==> config.mk <==
export PLATFORM = sky130hd
export DESIGN_NAME = pc_adder
export DESIGN_NICKNAME = d
export VERILOG_FILES = /design/src/rtl/pc_adder.sv
export SDC_FILE = /design/constraint.sdc
export NUM_CORES = 1
export LEC_CHECK = 0
export ABC_AREA = 1
export BUFFER_PORTS_ARGS = -buffer_cell sky130_fd_sc_hd__clkbuf_2
export CORE_UTILIZATION = 53
export CTS_CLUSTER_SIZE = 12
export DETAILED_ROUTE_END_ITERATION = 10
export PLACE_DENSITY = 0.84
export SETUP_SLACK_MARGIN = 0.05
export SYNTH_ARGS = -nofsm -noshare
export SYNTH_HDL_FRONTEND = slang
export SYNTH_SLANG_ARGS = --single-unit
==> constraint.sdc <==
create_clock -name clk -period 2.12 [get_ports clk]
set_input_delay 0.106 -clock clk [delete_from_list [all_inputs] [get_ports clk]]
set_output_delay 0.106 -clock clk [all_outputs]
set_load 0.005 [all_outputs]
==> src/rtl/pc_adder.sv <==
// Next-PC generation for the fetch stage: sequential, branch and register-relative
// jump targets, a 4:1 next-PC select and the architectural PC register.
module pc_adder #(
  parameter logic [31:0] RESET_PC = 32'h0000_0000,
  parameter logic [31:0] TRAP_VEC = 32'h0000_0100
) (
  input  logic        clk,
  input  logic        rst_n,
  input  logic [31:0] pc_in,
  output logic [31:0] pc_next,
  input  logic [31:0] imm,
  input  logic [31:0] rs1,
  input  logic [1:0]  pc_sel,
  input  logic        stall,
  output logic [31:0] branch_target,
  output logic [31:0] jalr_target,
  output logic [31:0] pc_d,
  output logic [31:0] pc_q,
  output logic        misaligned
);

  typedef enum logic [1:0] {
    SEL_SEQ    = 2'd0,
    SEL_BRANCH = 2'd1,
    SEL_JALR   = 2'd2,
    SEL_TRAP   = 2'd3
  } sel_e;

  sel_e        sel;
  logic [31:0] jalr_sum;

  assign sel = sel_e'(pc_sel);

  // All sums are 32 bits wide so the carry out is dropped and wrap is silent.
  always_comb begin
    pc_next       = pc_in + 32'd4;
    branch_target = pc_in + imm;
    jalr_sum      = rs1 + imm;
    jalr_target   = {jalr_sum[31:1], 1'b0};
  end

  always_comb begin
    pc_d = pc_next;
    unique case (sel)
      SEL_SEQ:    pc_d = pc_next;
      SEL_BRANCH: pc_d = branch_target;
      SEL_JALR:   pc_d = jalr_target;
      SEL_TRAP:   pc_d = TRAP_VEC;
      default:    pc_d = pc_next;
    endcase
  end

  // Advisory only; the register still loads a misaligned pc_d.
  assign misaligned = |pc_d[1:0];

  always_ff @(posedge clk) begin
    if (!rst_n)
      pc_q <= RESET_PC;
    else if (!stall)
      pc_q <= pc_d;
  end

endmodule

* Yosys cells after proc, flatten, opt, wreduce, memory -nomap -nowiden
Index checks and enable logic that the tools add are counted.
** Operators by class
- $add $sub $neg :: 3
- Multiply operators :: 0
- Div/mod/pow operators :: 0
- Magnitude comparators :: 0
- Equal/unequal tests :: 3
- Shift operators :: 0
- Muxes and demuxes :: 1
- Bitwise logic cells :: 0
- Reduce and logical (&&, ||, !) cells :: 2
** Operator list (count)
- $pmux 32 s4 :: 1
- $add 32x32->32 :: 2
- $add 32x3->32 const B :: 1
- $eq 2x2->1 const B :: 2
- $eq 2x1->1 const B :: 1
- $logic_not 2->1 :: 1
- $reduce_or 2->1 :: 1
** Storage, ports and cells
- Register bits :: 32
- Bits in latches :: 0
- RAM bits :: 0
- Bits in read-only memories :: 0
- Bits of input ports :: 101
- Output and inout bits :: 161
- Word-level logic and storage cells :: 10
- Memories kept :: 0

* Logic depth before layout (Yosys ltp)
- Word-level depth :: 3
- Gate-level depth with buffers :: 16
- Depth with buffers taken out :: 16

* Worst setup path before layout
Ideal clock, no wire load.
- Path type :: input to register
- From :: input port pc_in[0]
- To :: register pc_q[28]
- Setup time :: 0.117 ns
- Data arrival time :: 1.626 ns
- Data required time :: 2.003 ns
- Slack :: 0.376 ns
- Stages on the path :: 12
- Cell sequence :: ha_1 -> fa_1 -> nand3_1 -> nand3_1 -> nand3_1 -> nand3_1 -> nand2_1 -> nand3_1 -> nand3_1 -> nand3_1 -> nor2_1 -> nor2_1
** On the way
- Cells in the longest elaborated chain, start to end :: 2
** RTL lines
- start: declaration :: RTL line 9 : input logic [31:0] pc_in,
- $add 32x32->32 or $add 32x3->32 (tied branches) :: RTL line 37, 36
- $pmux 32 s4 (*) :: RTL line 44 : unique case (sel)
- via pc_d[28] :: RTL line 17 : output logic [31:0] pc_d,
- end signal: assignment :: RTL line 60 : pc_q <= pc_d;
- end: declaration :: RTL line 18 : output logic [31:0] pc_q,
Mark *: on every way through the listed nets, which the timed path passes. The rest lies on a longest branch.
A chain may end at the register's enable or synchronous reset.

* Worst setup path in the final report
- From :: input port imm[12]
- To :: output port pc_d[29]
** On the way
- Cells in the longest elaborated chain, start to end :: 2
** RTL lines
- start: declaration :: RTL line 11 : input logic [31:0] imm,
- $add 32x32->32 (on tied branches) :: RTL line 38, 37
- $pmux 32 s4 (*) :: RTL line 44
- end: declaration :: RTL line 17
Every way passes the cells marked *; elsewhere a longest branch is shown, timed or not.

==> metrics.cfg <==
[outcome]
outcome=finished clean

[die]
die_h_um=121
die-area_mm2=0.0145
die_w_um=121
row_count=42
design.core.area_mm2=0.0135
pin_count=262
start_util_pct=55.4

[sta]
slew_headroom_pct=45.9
tns_ns=0
skew_ns=0
timing.fmax_ghz=0.491
rsz0062_at_grt=yes
report.final.slew_viol_count=0
timing.final.crit_share_pct=96.1
hold_violations=0
min_period_ns=2.04
finalSetupViolCount=0
tightestPinTransition_ns=0.810

[synth]
yosysWarnings=0
syn-instance-count=1414
syn_area_per_cell_um2=5.27
ys_seq_elements=32
netlist_area_mm2=0.00745
synth.distinct_cells=42
ys_top_cells_by_area=nand2_1 (27%), inv_1 (12%), ha_1 (10%)
seq_area_frac_synth_pct=8.60
synth_top_area_share_pct=27.0
post-synth-top-area-cell=nand2_1
synth_fp_nets=1579

[setup_path]
cp_cell_sequence=clkbuf_2 -> ha_2 -> nand2_2 -> nor2_4 -> inv_2 -> nor3_2 -> nand2_1 -> nand2_2 -> nand2_1 -> nand3_1 -> nand3_2 -> nand3_2 -> clkbuf_2
endpoint_kind=primary output
start_kind=input pin
cp_max_fo=4
worstRegToRegCells=4
timing.rr.end=pc_q[3]
ff2ff_setup_slack_ns=1.41
regToRegStartpoint=pc_q[3]
cp.depth=13
critPathArrivalTime_ns=1.93
worstPathRequired_ns=2.01
path_class=in2out
crit_family=simple AND/OR/NAND/NOR gates
worst_path_largest_cell_delay_ns=0.41
cp_slowest_cell=ha_2
crit_buf_inv=3

[min_path]
hp-class=in2reg
whs_path_depth=4
min_from=pc_in[0]
min_to=pc_q[0]

[drt]
via_per_inst=5.27
post-route-drc-count=0
wl_met2_um=13300
top_layer=met4
ant_nets=0
wl_met3_um=2740
dr.pass1.iters=5
drtIter0Drc=858
wl_met1_um=12300
drt-total-wl_um=29200
wire_per_inst_um=15.7
vias=9814

[clocking]
hold_buffers=0
numClockSinks=32
numCtsBuffers=5
cts_buffer_depth=2
cts_tree=built
h-tree-depth=2
path_clk_slew_ns=0.05
cts-root-buf=clkbuf_16
clk_latency_ns=0.28

[final_layout]
top_regs=pc_q: 32 flops
final_common_cell=nand2_1
syn2layout_area_growth_pct=29.5
final_util_pct=71.7
regMostFlops=pc_q
final_nets=1849
largest_reg_flops=32
final_cell_mix=nand2_1 (513), clkbuf_2 (260), inv_1 (245), nor2_1 (145), nand3_1 (79)
instances_no_fill=1861
n_antenna_cell=0
drive_gt1_share_pct=26.2

[placed_design]
io_buffer_count=260
gp_congestion=1.00
place_hpwl_um=24900
dp_cells=1851

[global_route]
grt.overflow.total=0
grt_pass1_wl_um=43600
antenna_found_initial=0
grt_max_degree=34
grt_pass1_vias=8692
groute.usage.overall_pct=38.6

[power]
swShare_pct=46.4
power_frac_comb_pct=64.8
powerDensity_mw_per_mm2=437
ir_worst_vdd_mv=0.252
p_seq_share_pct=16.1
clkPwrFrac_pct=19.1
internal_power_mw=2.26
leakage_nw=5.79
p_sw_mw=1.96
p_total_mw=4.22

[flow_run]
cap_violations=0

## worst register-to-register path, cell delays in order, from the launching register on
cell	delay (ns)
dfxtp_1	0.31
nor2_1	0.11
nor2_1	0.06
o21ai_0	0.07
inv_1	0.05
## timing repair
item	CTS	global route
resized for setup	4	95
pin swaps	0	9
setup buffers	0	2
setup endpoints to repair	4	35
## stage by stage
step           setup slack (ns)  area, µm²  hold WS (ns)
5_1_grt                -0.00677       9650         0.339
2_1_floorplan             0.376       7450         0.238
3_3_place_gp             0.0438       9030         0.414
3_5_place_dp             0.0211       9030         0.425
6_report                 0.0830       9650         0.288
4_1_cts                  0.0604       9220         0.289
## cell families after synthesis
family	after synthesis	share of synthesized area, %
other	1	0.0503
and+or+nand+nor	910	53.3
xor gates and xnor gates	56	7.29
adders and majority gates	64	10.9
AOI/OAI and AO/OA	83	5.93
buffers and inverters	268	13.9
DFF	32	8.60
## layout make-up
class / count / area (µm²)
well taps: 176 / 220
clock buffers: 6 / 129
flip-flops and latches: 32 / 641
repair buffers: 284 / 1480
multi-input cells: 1114 / 6220
inverters: 247 / 927
fillers: 1230 / 3800
clock inverters: 2 / 35.0
## layer usage
layer  up-vias  GRT usage [%]
met5         -              0
met2       462           64.1
li1       4890              -
met3        60           4.20
met1      4402           52.2
met4         0           11.9
## synth_stat cells (all sizes together)
cell and instances:
nand2 545, inv 247, nor2 163, nand3 112, ha 62, xor2 46, a21oi 39, o21ai 34
and2 33, dfxtp 32, nor3 22, nand3b 13, nand4 12, buf 11, clkbuf 10, xnor2 10
o21bai 4, nor3b 3, nor4 3, a21o 2, and3 2, fa 2, a22o 1, conb 1
nand2b 1, o211ai 1, o221ai 1, o22ai 1, or2 1
## power by group through the flow
stage	logic [mW]	clock network, mW	registers [mW]
finish	2.73	0.807	0.678
global route	2.99	0.827	0.683
CTS	2.54	0.807	0.678
detailed placement	2.51	0	0.689
global placement	2.49	0	0.686
floorplan	1.48	0	0.691
## worst max-delay path by stage
stage	startpoint	endpoint	slack, ns
final	imm[12]	pc_d[29]	0.08
after global routing	imm[22]	pc_d[27]	-0.007
after CTS	imm[0]	pc_d[12]	0.06
after detailed placement	imm[0]	pc_q[30]	0.02
after global placement	rs1[0]	pc_q[30]	0.04
after floorplan	pc_in[0]	pc_q[28]	0.38
Note: power is estimated with default switching activity, not from simulation.
